**config.mk**
```make
export PLATFORM = sky130hd
export DESIGN_NAME = puf_crp_controller
export DESIGN_NICKNAME = d
export VERILOG_FILES = /design/src/rtl/puf_pkg.sv /design/src/rtl/sync_2ff.sv /design/src/rtl/puf_crp_controller.sv
export SDC_FILE = /design/constraint.sdc
export NUM_CORES = 1
export LEC_CHECK = 0
export BUFFER_PORTS_ARGS = -buffer_cell sky130_fd_sc_hd__clkbuf_2
export CAP_MARGIN = 20
export CORE_ASPECT_RATIO = 1.1
export CORE_MARGIN = 10
export CORE_UTILIZATION = 60
export DETAILED_ROUTE_END_ITERATION = 8
export PLACE_DENSITY = 0.83
export SLEW_MARGIN = 5
export SYNTH_ARGS = -nofsm -noshare
export SYNTH_HDL_FRONTEND = slang
export SYNTH_HIERARCHICAL = 1
export SYNTH_SLANG_ARGS = --single-unit
```
**constraint.sdc**
```tcl
create_clock -name clk -period 4.59 [get_ports clk]
set_input_delay 0.918 -clock clk [delete_from_list [all_inputs] [get_ports clk]]
set_output_delay 0.918 -clock clk [all_outputs]
set_load 0.05 [all_outputs]
```
**src/rtl/puf_pkg.sv**
```systemverilog
// Shared types and defaults for the PUF challenge-response controller.
// Holds the sequencer state encoding, default timing values and a width helper.
package puf_pkg;

   typedef enum logic [2:0] {
      IDLE = 3'd0,
      PRST = 3'd1,
      GAP  = 3'd2,
      EN   = 3'd3,
      SAMP = 3'd4,
      DONE = 3'd5
   } state_t;

   localparam int DEF_RST_CYC    = 2;
   localparam int DEF_SETTLE_CYC = 8;
   localparam int DEF_NUM_EVAL   = 5;

   function automatic int clog2(input int v);
      int r;
      r = 0;
      while ((1 << r) < v) r++;
      return r;
   endfunction

endpackage

```
**src/rtl/sync_2ff.sv**
```systemverilog
// Two-stage synchronizer for a W-bit asynchronous bus.
// Latency 2 cycles, no backpressure; each bit is synchronized independently.
module sync_2ff #(
   parameter int W = 1
) (
   input  logic         clk,
   input  logic         reset_n,
   input  logic [W-1:0] d,
   output logic [W-1:0] q
);

   logic [W-1:0] meta;

   always_ff @(posedge clk or negedge reset_n) begin
      if (!reset_n) begin
         meta <= '0;
         q    <= '0;
      end else begin
         meta <= d;
         q    <= meta;
      end
   end

endmodule

```
**src/rtl/puf_crp_controller.sv**
```systemverilog
// Sequences NUM_EVAL reset/enable/sample evaluations of an arbiter PUF and majority-votes each bit.
// Latency NUM_EVAL*(RST_CYC+SETTLE_CYC+2) cycles from accept; one challenge in flight, response held until taken.
module puf_crp_controller
   import puf_pkg::*;
#(
   parameter int C_BITS     = 4,
   parameter int R_BITS     = 4,
   parameter int RST_CYC    = DEF_RST_CYC,
   parameter int SETTLE_CYC = DEF_SETTLE_CYC,
   parameter int NUM_EVAL   = DEF_NUM_EVAL
) (
   input  logic              clk,
   input  logic              reset_n,
   input  logic              chal_valid,
   output logic              chal_ready,
   input  logic [C_BITS-1:0] chal_data,
   output logic              resp_valid,
   input  logic              resp_ready,
   output logic [R_BITS-1:0] resp_data,
   output logic              resp_stable,
   output logic              busy,
   output logic              puf_reset,
   output logic              puf_enable,
   output logic [C_BITS-1:0] puf_challenge,
   input  logic [R_BITS-1:0] puf_resp
);

   localparam int CW = clog2(NUM_EVAL + 1);
   localparam int PW = clog2((RST_CYC > SETTLE_CYC ? RST_CYC : SETTLE_CYC) + 1);

   state_t            state, state_nxt;
   logic [PW-1:0]     phase;
   logic [CW-1:0]     eval_cnt;
   logic [CW-1:0]     ones [R_BITS];
   logic [R_BITS-1:0] resp_sync;
   logic [R_BITS-1:0] vote;
   logic              stable_all;
   logic              accept;

   sync_2ff #(.W(R_BITS)) u_sync (
      .clk     (clk),
      .reset_n (reset_n),
      .d       (puf_resp),
      .q       (resp_sync)
   );

   assign accept = chal_valid && chal_ready;

   always_ff @(posedge clk or negedge reset_n) begin
      if (!reset_n) state <= IDLE;
      else          state <= state_nxt;
   end

   always_comb begin
      state_nxt = state;
      case (state)
         IDLE:    if (accept) state_nxt = PRST;
         PRST:    if (phase == PW'(RST_CYC - 1)) state_nxt = GAP;
         GAP:     state_nxt = EN;
         EN:      if (phase == PW'(SETTLE_CYC - 1)) state_nxt = SAMP;
         SAMP:    state_nxt = (eval_cnt == CW'(NUM_EVAL - 1)) ? DONE : PRST;
         DONE:    if (resp_ready) state_nxt = IDLE;
         default: state_nxt = IDLE;
      endcase
   end

   // A bit is stable only if every evaluation returned the same value.
   always_comb begin
      vote       = '0;
      stable_all = 1'b1;
      for (int b = 0; b < R_BITS; b++) begin
         vote[b] = (ones[b] > CW'(NUM_EVAL / 2));
         if (!((ones[b] == '0) || (ones[b] == CW'(NUM_EVAL)))) stable_all = 1'b0;
      end
   end

   always_ff @(posedge clk or negedge reset_n) begin
      if (!reset_n) begin
         phase         <= '0;
         eval_cnt      <= '0;
         puf_challenge <= '0;
         puf_reset     <= 1'b0;
         puf_enable    <= 1'b0;
         chal_ready    <= 1'b0;
         busy          <= 1'b0;
         resp_valid    <= 1'b0;
         for (int b = 0; b < R_BITS; b++) ones[b] <= '0;
      end else begin
         if (state_nxt != state)                phase <= '0;
         else if (state == PRST || state == EN) phase <= phase + 1'b1;

         if (state == IDLE && accept) begin
            puf_challenge <= chal_data;
            eval_cnt      <= '0;
            for (int b = 0; b < R_BITS; b++) ones[b] <= '0;
         end

         if (state == SAMP) begin
            eval_cnt <= eval_cnt + 1'b1;
            for (int b = 0; b < R_BITS; b++) ones[b] <= ones[b] + CW'(resp_sync[b]);
         end

         // Strobes are registered from the next state so the PUF pins never glitch.
         puf_reset  <= (state_nxt == PRST);
         puf_enable <= (state_nxt == EN);
         chal_ready <= (state_nxt == IDLE);
         busy       <= (state_nxt != IDLE);
         resp_valid <= (state_nxt == DONE);
      end
   end

   assign resp_data   = resp_valid ? vote : '0;
   assign resp_stable = resp_valid & stable_all;

endmodule

```
# Word level (Yosys, flattened, before mapping)
# Cells that the tools add are included.
[totals] out_inout_bits=14 wordCells=75 inputBits=12 register_bits=39
[classes] n_addsub=6 muxes=17 eq_ne=16 n_reduce_logical=16 n_lt_le_gt_ge=4 n_bitwise=1
[ops] cell="== test 3 bit (second input constant)" count=8
[ops] cell="2-to-1 mux 12 bit" count=2
[ops] cell="2-to-1 mux 3 bit" count=7
[ops] cell="logical NOT 3 bit" count=6
[ops] cell="case mux 3 bit (6 select lines)" count=1
[ops] cell="adder 3 x 1 -> 3 bit" count=4
[ops] cell="> comparator 3 x 2 -> 1 bit (second input constant)" count=4
[ops] cell="2-to-1 mux 4 bit" count=3
[ops] cell="== test 3 x 2 -> 1 bit (second input constant)" count=3
[ops] cell="== test 3 x 1 -> 1 bit (second input constant)" count=2
[ops] cell="logical OR 1 bit" count=5
[ops] cell="adder 4 x 1 -> 4 bit (second input constant)" count=1
[ops] cell="== test 4 x 1 -> 1 bit (second input constant)" count=1
[ops] cell="== test 4 x 3 -> 1 bit (second input constant)" count=1
[ops] cell="2-to-1 mux 1 bit" count=4
[ops] cell="nonzero test 2 bit" count=2
[ops] cell="adder 3 x 1 -> 3 bit (second input constant)" count=1
[ops] cell="inequality test 3 bit" count=1
[ops] cell="nonzero test 3 bit" count=1
[ops] cell="logical AND 1 bit" count=2
[ops] cell="bitwise AND 1 bit" count=1

# Depth between registers and ports, before layout
# Gate-level depths: netlist (run 1).
[logic_depth] word_depth=7 depth_mapped=6 ltp_nobuf=6

# Cells and area by module
# The synthesis (run 1) kept the hierarchy.
[modules_own_cells] mod="puf_crp_controller" area_each_um2=1662.8 seq_area_each_um2=775.7 cells_each=153 n_inst=1
[modules_own_cells] mod="sync_2ff" area_each_um2=200.2 seq_area_each_um2=200.2 cells_each=8 n_inst=1

# Worst setup path before layout (run 1)
# No wires, ideal clock.
[synth_timing] path_kind="register to output" startpoint="reg resp_valid" endpoint="out resp_stable" stages_incl_launch_ff=3 slack_ps=1307 path_buffers=0 t_arrival_ps=2365 required_ps=3672 path_cell_list="dfrtp_1 -> or4b_2 -> nor3_1"
[synth_between] elab_chain_cells=1
[synth_lines] element="from (decl)" line_no="puf_crp_controller.sv:17" text="output logic resp_valid,"
[synth_lines] element="from (signal assigned)" line_no="puf_crp_controller.sv:108" text="resp_valid <= (state_nxt == DONE);"
[synth_lines] element="bitwise AND 1 bit" line_no="puf_crp_controller.sv:113" text="assign resp_stable = resp_valid & stable_all;"
[synth_lines] element="to (decl)" line_no="puf_crp_controller.sv:20" text="output logic resp_stable,"
# No other way between the ends.

# Worst setup path after layout (run 1)
[layout_timing] startpoint="reg ones[4] (netlist name)" endpoint="out resp_stable"
[layout_between] elab_chain_cells=5 word_cells_on_any_way=6 classes_between="eq/ne: 1; mux: 2; bitwise: 1; reduce/logical: 2"
[layout_lines] element="from (decl)" line_no="puf_crp_controller.sv:34" text="logic [CW-1:0] ones [R_BITS];"
[layout_lines] element="== test 3 bit or logical NOT 3 bit (tied branches)" line_no="puf_crp_controller.sv:73" text="if (!((ones[b] == '0) || (ones[b] == CW'(NUM_EVAL)))) stable_all = 1'b0;"
[layout_lines] element="logical OR 1 bit (*)" line_no="puf_crp_controller.sv:73"
[layout_lines] element="2-to-1 mux 1 bit (*) (2 in a row)" line_no="puf_crp_controller.sv:73"
[layout_lines] element="bitwise AND 1 bit (*)" line_no="puf_crp_controller.sv:113"
# Mark *: on every way between the ends. The rest lies on a longest branch, timed or not.

==> qor.yml, run 1 <==
outcome: "completed"
rsz0062_at_grt: "false"
ir_worst_vdd_uv: 445
grt_max_degree: 40
cp_cell_sequence: "or4b_2, nor3_1, clkbuf_2"
hpwl_mm: 2.81
synth-adder-area-share_pct: 8.06
pwr-share-clk_pct: 15.8
ys.flop_type: "dfrtp_1"
num_vias: 1353
fin_tns_setup_ns: 0
grt_pass1_wl_mm: 6.82
core.rowCount: 21
clock_path_buffers: 2
wl_met2_mm: 1.98
cts_sinks: 39
swShare_pct: 42.7
drtIter0Drc: 83
core-area_mm2: 0.00302
cts.hold.buffers_added: 0
fin_util_pct: 68.0
routed.top_layer: "met4"
yosys_register_bits: 39
synth-xor-area-share_pct: 3.29
synth_compound_area_share_pct: 14.4
cts-root-buf: "clkbuf_4"
firstDrtPassIters: 4
pin_count: 26
syn_nets: 185
start_kind: "flop"
final_max_slew_viol_count: 0
synth_top_family_by_area: "simple AND/OR/NAND/NOR gates"
finClkSkew_ns: 0.0105
fin_crit_sh_pct: 63.8
die_w_um: 73.1
crit_start: "ones[4]$_DFFE_PN0P_"
die_area_mm2: 0.00574
worst_pin_slew_ns: 0.949
worstPathRequired_ns: 3.67
path_max_fanout: 4
areaGrowthSynthToFinish_pct: 10.3
hp-class: "flop to flop"
seqPwrFrac_pct: 46.9
power.leakage_uw: 0.000953
post_cts_buffers: 0
met1_length_mm: 1.64
async_flop_share_pct: 100
synth_warnings: 6
io_buffers: 25
switchingPower_uw: 495
cp_data_arrival_time_ns: 2.01
rr_startpoint: "state[0]$_DFF_PN0_"
antenna_cells: 0
clk_pin_slew_ns: 0.13
wirelength_mm: 3.95
synth_mux_area_share_pct: 2.96
track_usage_pct: 14.4
die_y_um: 78.4
fin_nets: 211
cap_viol_max_count: 0
grt-ovfl-total: 0
vias_per_cell: 6.09
grt_pass1_vias: 1472
syn_inst: 161
start_util_pct: 61.7
syn_area_per_cell_um2: 11.6
gp_congestion: 0.817
wl_met3_um: 296
slew_headroom_pct: 36.5
cts_buffers: 5
clk_latency_ns: 0.36
setup_violations: 0
cts_resized: 0
synth_enable_flop_cells: 0
drc_errors: 0
yosysTopAreaCell: "dfrtp_1"
synthDistinctLibCells: 39
antenna_left: 0
fmax_ghz: 0.342
synth_top_area_share_pct: 52.4
synth-simple-area-share_pct: 15.8
post_synth_instance_area_mm2: 0.00186
ys_seq_area_share_pct: 52.4
share_comb_of_total_power_pct: 37.3
htree_levels: 2
min_from: "u_sync/meta[3]$_DFF_PN0_"
cts_tree: "done"
antenna_found_initial: 0
p_int_uw: 665
fin_crit_ns: 2.93
cp-end-kind: "primary output"
critPathKind: "flop to primary output"
synth.area.top_cells: "dfrtp_1 52%, ha_1 8.1%, a22o_1 3.8%, a21oi_1 3.5%, xnor2_1 3.3%"
total_power_uw: 1160
crit_path_max_incr_delay_ns: 0.68
drive_gt1_share_pct: 25.0
p_per_area_mw_per_mm2: 565
hold_violations: 0
nFillCells: 218
critPathSlowestCell: "or4b_2"
wire_per_inst_um: 17.8
-- through the flow --
step           cell area (um^2)  setup slack (ns)  std cells  hold slack, ns
3_5_place_dp               1990              2.07        214           0.339
4_1_cts                    2050              1.65        222           0.368
6_report                   2050              1.66        222           0.366
2_1_floorplan              1860              1.31        161           0.331
5_1_grt                    2050              1.60        222           0.380
3_3_place_gp               1990              2.12        214           0.332
-- kinds of logic after synthesis --
logic type | Yosys count
AOI/OAI and AO/OA | 41
and+or+nand+nor | 46
xor gates and xnor gates | 7
DFF | 39
adders and majority gates | 12
buffers and inverters | 11
muxes | 5
-- Yosys cell counts, types with 4 or more instances --
library cell	instances
ha_1	12
o21ai_0	12
nor2_1	9
o211ai_1	4
mux2_2	4
nor2b_1	4
dfrtp_1	39
xnor2_1	7
a22o_1	8
nand2_1	8
a21oi_1	13
inv_1	5
-- power by group through the flow --
stage	registers (uW)	clock network [uW]	logic (uW)
after CTS	541	189	436
final	544	183	433
after floorplan	619	0	245
after detailed placement	545	0	436
after global routing	559	202	477
after global placement	536	0	410
-- worst paths after layout --
check / end / slack, ns / cells after the start
max: resp_stable / 1.66 / 3
min: u_sync/q[3]$_DFF_PN0_ / 0.37 / 0
max reg2reg: ones[11]$_DFFE_PN0P_ / 2.58 / 4
min reg2reg: u_sync/q[3]$_DFF_PN0_ / 0.37 / 0
max in group asynchronous: eval_cnt[2]$_DFFE_PN0P_ / 3.32 / 1
min in group asynchronous: ones[10]$_DFFE_PN0P_ / 0.69 / 1
-- layout make-up --
type | instances | area (um^2) | share of cell area [%]
clock buffer | 5 | 37.5 | 1.83
clock inverter | 3 | 25.0 | 1.22
inverter | 5 | 18.8 | 0.914
multi-input combinational | 111 | 830 | 40.4
sequential | 39 | 976 | 47.5
tap | 34 | 42.5 | 2.07
timing repair buffer | 25 | 125 | 6.09
-- flip-flops by register name, indices dropped and copies added, names as in the netlist, 3 cells and up --
register / flops
puf_challenge: 4
phase: 4
state: 3
eval_cnt: 3
u_sync/q: 4
u_sync/meta: 4
ones: 12
-- metal layers --
layer,vias to the layer above,GRT usage [%]
met5,-,0
met4,0,4.37
met3,4,5.79
met2,37,23.1
met1,683,17.1
li1,629,-
-- critical path: cells and delay by family, from the launching register on --
| kind | cells | cell delay [ns] |
|---|---|---|
| buf+inv | 1 | 0.31 |
| flops | 1 | 0.44 |
| simple gates | 2 | 0.89 |
-- cells in the final DEF, fill, tap and decap left out, types with 3 or more instances in the layout --
| master | n |
|---|---|
| o211ai_1 | 4 |
| o21ai_0 | 12 |
| nor2_1 | 9 |
| clkbuf_2 | 25 |
| nand2_1 | 8 |
| inv_1 | 5 |
| a22o_1 | 8 |
| mux2_2 | 4 |
| xnor2_1 | 7 |
| dfrtp_1 | 39 |
| ha_1 | 12 |
| or2b_2 | 3 |
| clkbuf_4 | 5 |
| a21oi_1 | 13 |
| nor2b_1 | 4 |
| or4b_1 | 3 |
Note: power is estimated with default switching activity, not from simulation.
==> inputs of run 2 (changes only) <==
- ABC_AREA: not set -> 1
- CORE_UTILIZATION: 60 -> 56
- PLACE_DENSITY: 0.83 -> 0.78
- clock period: 4.59 -> 2.8 ns (I/O delays scaled with it)
==> run 2 against run 1 <==
Effect of this change:
- global-route usage fell by 2.0 points
- synthesized cell count rose by 19%
- critical endpoint unchanged
- combinational power rose by 70%
- critical path type unchanged
- via count fell by 1.2%
- wire length fell by 17%
- sequential power rose by 62%
- hold slack got worse by 0.075 ns
==> qor.yml, run 2 <==
outcome: "completed"
num_vias: 1337
critPathBufInv: 2
vias_per_cell: 5.20
clock_path_buffers: 2
post_synth_instance_area_mm2: 0.00184
r2r_slack_ns: 1.28
fin_crit_sh_pct: 76.0
wirelength_mm: 3.30
die_y_um: 80.1
synth_enable_flop_cells: 0
drc_errors: 0
crit_cells: 6
post_cts_buffers: 0
crit_start: "ones[2]$_DFFE_PN0P_"
firstDrtPassIters: 4
async_flop_share_pct: 100
cts_sinks: 39
hp-class: "input port to flop"
cts_tree: "done"
setup_violations: 0
io_buffers: 25
fin_tns_setup_ns: 0
fin_util_pct: 65.8
final_cell_mix: "39 x nand2_1, 39 x dfrtp_1, 25 x clkbuf_2"
antenna_left: 0
drive_gt1_share_pct: 19.7
critPathSlowestCell: "dfrtp_1"
rsz0062_at_grt: "false"
start_util_pct: 59.3
total_power_uw: 1900
synthDistinctLibCells: 23
synth.area.top_cells: "dfrtp_1 53%, ha_1 8.2%, nand2_1 8.0%, nor2_1 4.7%, inv_1 4.5%"
clk_latency_ns: 0.36
grt-ovfl-total: 0
synth_top_area_share_pct: 53.1
grt_pass1_wl_mm: 5.71
clk_pin_slew_ns: 0.13
synth_warnings: 6
antenna_cells: 0
worstRegToRegCells: 7
hpwl_mm: 2.48
power.leakage_uw: 0.00108
path_max_fanout: 4
cp-endpoint: "resp_stable"
hold_violations: 0
worstPathRequired_ns: 2.24
drtIter0Drc: 75
crit_path_max_incr_delay_ns: 0.41
track_usage_pct: 12.4
antenna_found_initial: 0
finClkSkew_ns: 0.0180
core.rowCount: 21
die_w_um: 74.6
ir_worst_vdd_uv: 531
synthTopCellsByCount: "39 x dfrtp_1, 39 x nand2_1, 23 x nor2_1, 22 x inv_1, 12 x ha_1"
core-area_mm2: 0.00310
placedInstanceArea_mm2: 0.00199
worst_pin_slew_ns: 0.928
fin_nets: 246
fmax_ghz: 0.470
cp_cell_sequence: "inv_1, o22ai_1, a21oi_1, nand4_1, nor2_1, clkbuf_2"
fin_hold_ws_ns: 0.291
cts_resized: 0
syn_area_per_cell_um2: 9.57
cts-root-buf: "clkbuf_4"
cap_viol_max_count: 0
gp_congestion: 0.888
pin_count: 26
top_register: "ones"
ys_seq_area_share_pct: 53.1
final_area_mm2: 0.00204
p_per_area_mw_per_mm2: 930
areaGrowthSynthToFinish_pct: 11.0
cts_buffers: 5
rr_startpoint: "state[0]$_DFF_PN0_"
crit_family: "flip-flops"
yosys_register_bits: 39
grt_pass1_vias: 1321
largest_reg_flops: 12
fin_crit_ns: 2.13
start_kind: "flop"
worstReg2RegEnd: "phase[3]$_DFFE_PN0P_"
grt_max_degree: 40
critPathKind: "flop to primary output"
cp-end-kind: "primary output"
die_area_mm2: 0.00598
htree_levels: 2
final_max_slew_viol_count: 0
cts.hold.buffers_added: 0
wire_per_inst_um: 12.8
syn_nets: 216
syn_inst: 192
ys.flop_type: "dfrtp_1"
yosysTopAreaCell: "dfrtp_1"
cp_data_arrival_time_ns: 1.57
slew_headroom_pct: 38.1
run 2: changes by cell type in the layout (fill, tap and decap cells not counted), sizes merged, moves of 3 or more:
cell	change
nor2b	-4
a22o	-3
nand2	+34
mux2	-4
xor2	+3
o211ai	-4
inv	+20
nor2	+18
nand3	+6
a21oi	-6
o21ai	-5
or2b	-3
or4b	-4
run 2: final cells by class:
class	count	area, um^2
Clock buffer	6	41.3
Tap cell	34	42.5
Clock inverter	2	12.5
Inverter	25	93.8
Sequential cell	39	976
Fill cell	264	1060
Timing Repair Buffer	25	125
Multi-Input combinational cell	126	749
run 2: layer usage:
layer | global-route usage (%) | wire, um | vias to the layer above | share of wire (%)
li1 | - | - | 675 | -
met1 | 13.8 | 1430 | 621 | 43
met2 | 19.0 | 1480 | 32 | 45
met3 | 6.03 | 290 | 9 | 8.8
met4 | 6.82 | 92 | 0 | 2.8
met5 | 0 | 0 | - | 0
run 2: metrics by stage:
step / worst slack, ns / cells
6_report: 0.671 / 257
5_1_grt: 0.493 / 257
4_1_cts: 0.642 / 257
3_5_place_dp: 1.06 / 249
3_3_place_gp: 1.12 / 249
2_1_floorplan: 0.677 / 192
run 2: how the worst min path moves through the flow:
stage	start	to	slack, ns	depth (start not counted)
2_1_floorplan	reset_n	busy$_DFF_PN0_	0.26	0
3_3_place_gp	u_sync/meta[2]$_DFF_PN0_	u_sync/q[2]$_DFF_PN0_	0.33	0
3_5_place_dp	u_sync/meta[3]$_DFF_PN0_	u_sync/q[3]$_DFF_PN0_	0.34	0
4_1_cts	puf_resp[3]	u_sync/meta[3]$_DFF_PN0_	0.28	1
5_1_grt	puf_resp[2]	u_sync/meta[2]$_DFF_PN0_	0.28	1
6_report	puf_resp[3]	u_sync/meta[3]$_DFF_PN0_	0.29	1
run 2: cell families (layout without fill, tap and decap cells):
family                     Yosys count  after routing  synth area share (%)
DFF                                 39             39                  53.1
and+or+nand+nor                     79             79                  19.5
buffers and inverters               27             58                  6.13
AOI/OAI and AO/OA                   26             26                  8.78
adders and majority gates           12             12                  8.17
xor gates and xnor gates             9              9                  4.29
run 2: where the power goes:
part	internal (uW)	total (uW)	switching [uW]
clock network	96.9	282	185
registers	725	879	155
logic	252	736	484
total	1070	1900	823
